`src/rtl/plate_judge_vote.sv`:
```
// rtl/plate_judge_vote.sv - multi-frame plate vote with confirm/timeout; JUDGE_DIFF_SUM_EN selects the sum-of-diffs quality check
module plate_judge_vote #(
    parameter int NCHAR  = 7,
    parameter int IDX_W  = 4,
    parameter int DIFF_W = 16,
    parameter int CONT_W = 4,
    parameter int CNT_W  = 8
) (
    input  logic                    clk,
    input  logic                    rst_n,
    input  logic [DIFF_W-1:0]       max_diff,
    input  logic [CONT_W-1:0]       min_continue,
    input  logic [CNT_W-1:0]        min_counter,
    input  logic [NCHAR*IDX_W-1:0]  char_index_c,
    input  logic [NCHAR*DIFF_W-1:0] char_diff_c,
    input  logic                    char_valid_c,
    output logic [NCHAR*IDX_W-1:0]  char_index_co,
    output logic                    char_valid_co,
    output logic                    char_fail_co,
    output logic [CONT_W-1:0]       run_cnt
);

    logic [NCHAR*IDX_W-1:0] cand;
    logic                   cand_valid;
    logic [CNT_W-1:0]       frame_cnt;

    logic                   good;
    logic [CONT_W-1:0]      eff_cont;
    logic [CONT_W-1:0]      run_next;
    logic [CNT_W-1:0]       frame_next;
    logic                   confirm;
    logic                   timeout;

`ifdef JUDGE_DIFF_SUM_EN
    localparam int SUM_W = DIFF_W + $clog2(NCHAR) + 1;
    logic [SUM_W-1:0] diff_sum;
    logic [SUM_W-1:0] sum_limit;

    always_comb begin
        diff_sum = '0;
        for (int i = 0; i < NCHAR; i++) begin
            diff_sum = diff_sum + SUM_W'(char_diff_c[i*DIFF_W +: DIFF_W]);
        end
        sum_limit = SUM_W'(max_diff) * SUM_W'(NCHAR);
        good      = (diff_sum <= sum_limit);
    end
`else
    always_comb begin
        good = 1'b1;
        for (int i = 0; i < NCHAR; i++) begin
            if (char_diff_c[i*DIFF_W +: DIFF_W] > max_diff) begin
                good = 1'b0;
            end
        end
    end
`endif

    always_comb begin
        eff_cont   = (min_continue == '0) ? CONT_W'(1) : min_continue;
        frame_next = (frame_cnt == '1) ? frame_cnt : frame_cnt + 1'b1;
        if (!good) begin
            run_next = '0;
        end else if (cand_valid && (char_index_c == cand)) begin
            run_next = (run_cnt == '1) ? run_cnt : run_cnt + 1'b1;
        end else begin
            run_next = CONT_W'(1);
        end
        confirm = good && (run_next == eff_cont);
        timeout = !confirm && (min_counter != '0) && (frame_next >= min_counter);
    end

    // Confirm takes priority over timeout; the candidate survives a confirm so a repeat needs a fresh run.
    always_ff @(posedge clk or negedge rst_n) begin
        if (!rst_n) begin
            cand          <= '0;
            cand_valid    <= 1'b0;
            frame_cnt     <= '0;
            run_cnt       <= '0;
            char_index_co <= '0;
            char_valid_co <= 1'b0;
            char_fail_co  <= 1'b0;
        end else begin
            char_valid_co <= 1'b0;
            char_fail_co  <= 1'b0;
            if (char_valid_c) begin
                if (good) begin
                    cand       <= char_index_c;
                    cand_valid <= 1'b1;
                end
                frame_cnt <= frame_next;
                run_cnt   <= run_next;
                if (confirm) begin
                    char_index_co <= char_index_c;
                    char_valid_co <= 1'b1;
                    run_cnt       <= '0;
                    frame_cnt     <= '0;
                end else if (timeout) begin
                    char_fail_co <= 1'b1;
                    frame_cnt    <= '0;
                    run_cnt      <= '0;
                    cand_valid   <= 1'b0;
                end
            end
        end
    end

endmodule

```
`config.mk`:
```
export PLATFORM = sky130hd
export DESIGN_NAME = plate_judge_vote
export DESIGN_NICKNAME = d
export VERILOG_FILES = /design/src/rtl/plate_judge_vote.sv
export SDC_FILE = /design/constraint.sdc
export NUM_CORES = 1
export LEC_CHECK = 0
export ABC_AREA = 1
export BUFFER_PORTS_ARGS = -buffer_cell sky130_fd_sc_hd__buf_4
export CAP_MARGIN = 20
export CELL_PAD_IN_SITES_DETAIL_PLACEMENT = 1
export CELL_PAD_IN_SITES_GLOBAL_PLACEMENT = 1
export CORE_ASPECT_RATIO = 1.75
export CORE_MARGIN = 3
export CORE_UTILIZATION = 40
export DETAILED_ROUTE_END_ITERATION = 7
export PLACE_DENSITY = 0.89
export SLEW_MARGIN = 20
export SYNTH_ARGS = -nofsm -noshare
export SYNTH_HDL_FRONTEND = slang
export SYNTH_SLANG_ARGS = --single-unit
```
`constraint.sdc`:
```
create_clock -name clk -period 7.1 [get_ports clk]
set_clock_uncertainty 0.2 [all_clocks]
set_input_delay 0 -clock clk [delete_from_list [all_inputs] [get_ports clk]]
set_output_delay 0 -clock clk [all_outputs]
set_load 0.01 [all_outputs]
```
Word level (Yosys, flattened, before mapping)
Index checks and enable logic that the tools add are counted. W data, S select, Z words.

Bits of input ports: 171. Logic and storage cells: 54. Flip-flop bits (word level): 71. Output and inout port bits: 34.

Add/sub/neg operators: 2. Mux-type cells: 24. Equal/unequal tests: 4. Reductions and logical operators: 9. Magnitude comparators: 8.

Operators by type and width (count): $gt A16 B16 Y1 (7); $eq A28 B28 Y1 (1); $mux W4 (6); $mux W8 (3); $mux W1 (15); $add A8 B1 Y8 const B (1); $eq A8 B8 Y1 const B (1); $ge A8 B8 Y1 (1); $reduce_bool A8 Y1 (1); $add A4 B1 Y4 const B (1); $eq A4 B4 Y1 (1); $eq A4 B4 Y1 const B (1); $logic_and A1 B1 Y1 (4); $logic_not A4 Y1 (1); $reduce_and A2 Y1 (2); $logic_not A1 Y1 (1).

Longest topological paths before layout
Depth after elaboration: 17. Depth in mapped cells: 23. Gate-level depth less buffers: 21.

Worst setup path before layout
Ideal clock, no wire load.

Path kind: register -> register. Start: register frame_cnt[0]. End: register run_cnt[1]. Data required time: 6.834 ns. Stages on the path, launching flop included: 20. Setup slack: 3.963 ns. Library setup time: 0.066 ns. Arrival: 2.871 ns. Period minus slack after synthesis: 3.137 ns. Buffers on the path: 0. Path through: dfrtp_1 -> ha_1 -> inv_1 -> nor4_1 -> nand3_1 -> nand2_1 -> nor2_1 -> nand2_1 -> xor2_1 -> inv_1 -> ha_1 -> nand2_1 -> nor2_1 -> nand4_1 -> o2111ai_1 -> nand2_1 -> inv_1 -> nor4_1 -> nand3_1 -> nand2_1.

Word-level cells in the longest chain between the ends: 6. Elaborated cells between the ends (all ways): 7. Classes of those cells: add/sub: 1; order compare: 1; eq/ne: 1; mux: 3; reduce/logical: 1.

Ends and longest elaborated chain: start: declaration (RTL line 25) `logic [CNT_W-1:0] frame_cnt;`; start signal: assignment (RTL line 90) `frame_cnt <= frame_next;`; $add A8 B1 Y8 / $eq A8 B8 Y1 (equally long branches) (RTL line 60) `frame_next = (frame_cnt == '1) ? frame_cnt : frame_cnt + 1'b1;`; $mux W8 (*) (RTL line 60); $ge A8 B8 Y1 (*) (RTL line 69) `timeout = !confirm && (min_counter != '0) && (frame_next >= min_counter);`; $logic_and A1 B1 Y1 (*) (RTL line 69); $mux W4 (*) (RTL line 97) `end else if (timeout) begin`; $mux W4 (*) (RTL line 92) `if (confirm) begin`; end signal: assignment (RTL line 91) `run_cnt <= run_next;`; end: declaration (RTL line 20) `output logic [CONT_W-1:0] run_cnt`.

Mark *: on every way between the ends. The rest lies on a longest branch, timed or not. A chain may end at the register's enable or synchronous reset.

Worst setup path after layout
Start: register frame_cnt[1]. End: register run_cnt[1].

The elaborated chain is that of the path after synthesis.

==> results.json <==
{
  "met2WireLength_um": 14900,
  "die_y_um": 179,
  "worst_path_dominant_cell_family": "simple AND/OR/NAND/NOR gates",
  "finish.net_count": 1518,
  "floorplan.initialDensity_pct": 41.1,
  "met3_length_um": 1380,
  "slew_headroom_pct": 35.8,
  "number_of_cts_inserted_buffers": 9,
  "ys_warn_count": 0,
  "clk_pin_slew_worst_paths_ps": 60,
  "overflow": 0,
  "count_of_buffers_inserted_at_the_top_level_ports": 204,
  "timing.critical_path.mode_cell": "nand2_1",
  "postSynthRegisterBits": 71,
  "maxSlewViolCount": 0,
  "worstSetupStartpoint": "frame_cnt[1]",
  "synth.top_cell.area_share_pct": 26.1,
  "topRoutingLayerUsed": "met4",
  "wl_met1_um": 8470,
  "drive_above_1_share_pct": 19.8,
  "max-clock-path-buffers": 2,
  "core_box_area_um2": 16600,
  "grt.total_usage_pct": 28.0,
  "cp_max_fo": 9,
  "setup.worst_path.class": "reg2reg",
  "crit_path_top_delay_cell": "nor4_1",
  "cts.root.buffer_cell": "clkbuf_16",
  "post-route-cell-area_um2": 9150,
  "drt_first_pass_iters": 4,
  "detail_route.drc_violations": 0,
  "cts_setup_buffers": 0,
  "max_frequency_ghz": 0.269,
  "hpwlAfterDp_um": 19900,
  "number_of_hold_violations_in_the_final_report": 0,
  "post_synthesis_average_cell_area_um2": 6.84,
  "layout-area-overhead-vs-synth_pct": 34.1,
  "top_cells_by_area_synth": "dfrtp_1 26%, ha_1 22%, nand2_1 18%, inv_1 7.5%, nand3_1 4.8%",
  "routed_length_per_placed_instance_um": 17.9,
  "finalCritPeriodShare_pct": 52.3,
  "timing.critical_path.arrival_ps": 3780,
  "vdd_ir_drop_max_uv": 116,
  "rr_startpoint": "frame_cnt[1]",
  "power_density_nw_per_um2": 190,
  "clock_sink_count": 71,
  "chipWidth_um": 105,
  "worst-slew-pin-transition_ps": 964,
  "grt_max_degree": 72,
  "proportion_of_synthesized_chip_area_in_sequential_cells_pct": 26.1,
  "post_drt_via_cell_ratio": 5.21,
  "most_common_cell_after_layout_fill_and_taps_aside": "nand2_1",
  "worst_setup_path_start_kind": "register",
  "cts_htree_levels": 3,
  "hold_start": "min_continue[2]",
  "cap_viol_max_count": 0,
  "timing.setup.tns_ps": 0,
  "floorplan.die_area_um2": 18700,
  "number_of_buffer_and_inverter_instances_along_the_worst_setup_path": 3,
  "async_flop_share_pct": 100,
  "max_stage_delay_ps": 410,
  "dpl-instance-area_um2": 8540,
  "clock_insertion_delay_worst_skew_ps": 330,
  "mappedNetlistNets": 1290,
  "rows": 62,
  "vias_in_the_first_global_route": 8401,
  "crit_chain": "ha_1, inv_1, nor4_1, nand3_1, nand2_1, nor2_1, nand2_1, xor2_1, inv_1, ha_1, nand2_1, nor2_1, nand4_1, o2111ai_1, nand2_1, inv_1, nor4_1, nand3_1, nand2_1",
  "syn_inst": 997,
  "worstPathRequired_ps": 7170,
  "finalWorstPathRequiredPeriod_ps": 3710,
  "postSynth.topFlopCell": "dfrtp_1",
  "drt_iter0_drc": 219,
  "cts_tree": "built",
  "rsz0062_at_grt": "no",
  "detailroute.via_count": 7575,
  "netlist_area_before_placement_um2": 6820,
  "drtAntennaViolNets": 0,
  "grt_pass1_wl_um": 41500,
  "outcome": "complete, no violations",
  "final-setup-viol-count": 0,
  "io_pins": 205,
  "most-common-layout-cells": "333 x nand2_1, 205 x buf_4, 137 x inv_1",
  "routabilityCongestion": 0.837,
  "endpoint_kind": "register",
  "synth_edf_count": 0,
  "synth_cell_types": 35,
  "antenna_found_initial": 1,
  "hold_crit_path_type": "in2reg",
  "cell_type_contributing_the_most_total_cell_area_after_synthesis": "dfrtp_1",
  "leakagePower_nw": 5.27,
  "finalWirelength_um": 26100
}
==> path summary, 6_finish.rpt <==
kind,end,slack (ps),cells after the start
setup / recovery,run_cnt[1],3390,19
hold / removal,char_index_co[5],30,6
setup reg to reg,run_cnt[1],3390,19
hold reg to reg,char_index_co[1],270,2
max in group asynchronous,char_index_co[23],5910,2
min in group asynchronous,char_index_co[4],150,2
==> power breakdown <==
group | internal, mW | total [mW] | switching (mW)
Combinational | 0.288 | 0.728 | 0.440
Sequential | 0.509 | 0.582 | 0.0728
Clock | 0.248 | 0.433 | 0.185
==> registers in the layout, summed over array words and instances (netlist names) <==
register / flops
cand: 28
char_fail_co: 1
cand_valid: 1
char_index_co: 28
char_valid_co: 1
frame_cnt: 8
run_cnt: 4
==> cells in the mapped netlist (2+ instances only) <==
| cell | number |
|---|---|
| nor4_1 | 5 |
| nand3_1 | 65 |
| xnor2_1 | 2 |
| nand4_1 | 19 |
| o21a_1 | 4 |
| nand2_1 | 333 |
| a21o_1 | 3 |
| dfrtp_1 | 71 |
| o21ai_0 | 43 |
| nand3_2 | 2 |
| buf_6 | 2 |
| xor2_1 | 7 |
| o21bai_1 | 2 |
| nor2_2 | 4 |
| buf_2 | 9 |
| nand3b_1 | 2 |
| nand2_2 | 3 |
| nor2_1 | 68 |
| ha_1 | 122 |
| nor3_1 | 7 |
| clkbuf_1 | 5 |
| buf_4 | 2 |
| inv_2 | 7 |
| a21oi_1 | 60 |
| nor2_4 | 4 |
| inv_1 | 137 |
==> worst min-delay path, cell delays in order <==
cell,delay [ps]
buf_4,90
nand2_2,50
nand3_2,90
nor2_4,140
nand3_1,110
nand2_1,50
==> kinds of logic (layout without fill, tap and decap cells) <==
group	after synthesis	after routing	synth area share, %
fa+ha+maj	122	122	22.4
compound gates	115	115	8.88
mux	2	2	0.312
buf+inv	163	396	9.47
simple gates	515	515	31.7
xor+xnor	9	9	1.16
flops	71	71	26.1
other cells	0	1	0
==> area by class of cell <==
class	count	area, um^2
clock inverter	4	30.0
clock buffer	12	246
timing repair buffer	236	1870
tap	224	280
sequential	71	1780
antenna	1	2.50
multi-input combinational	763	4400
fill	2245	7450
inverter	144	541
==> timing repair <==
action / CTS / global route
hold endpoints to repair: 132 / 0
gates resized for setup: 0 / 0
hold buffers: 30 / 0
==> per-stage QoR <==
stage               utilization [%]  power (mW)  hold slack, ps  instances  worst slack, ps
floorplan                         -       0.999            -496        997             3960
global placement               51.4        1.23           -9.32       1407             3580
detailed placement             51.4        1.27           -2.40       1407             3380
CTS                            54.9        1.72            25.0       1453             3360
global route                   55.1        1.88            58.1       1455             3030
finish                         55.1        1.74            26.5       1455             3390
==> per-layer routing <==
metal	vias to the layer above	GRT usage, %
met3	68	5.66
met5	-	0
li1	3680	-
met2	215	57.8
met1	3612	25.1
met4	0	14.3
Power figures use the tool's default switching activity.
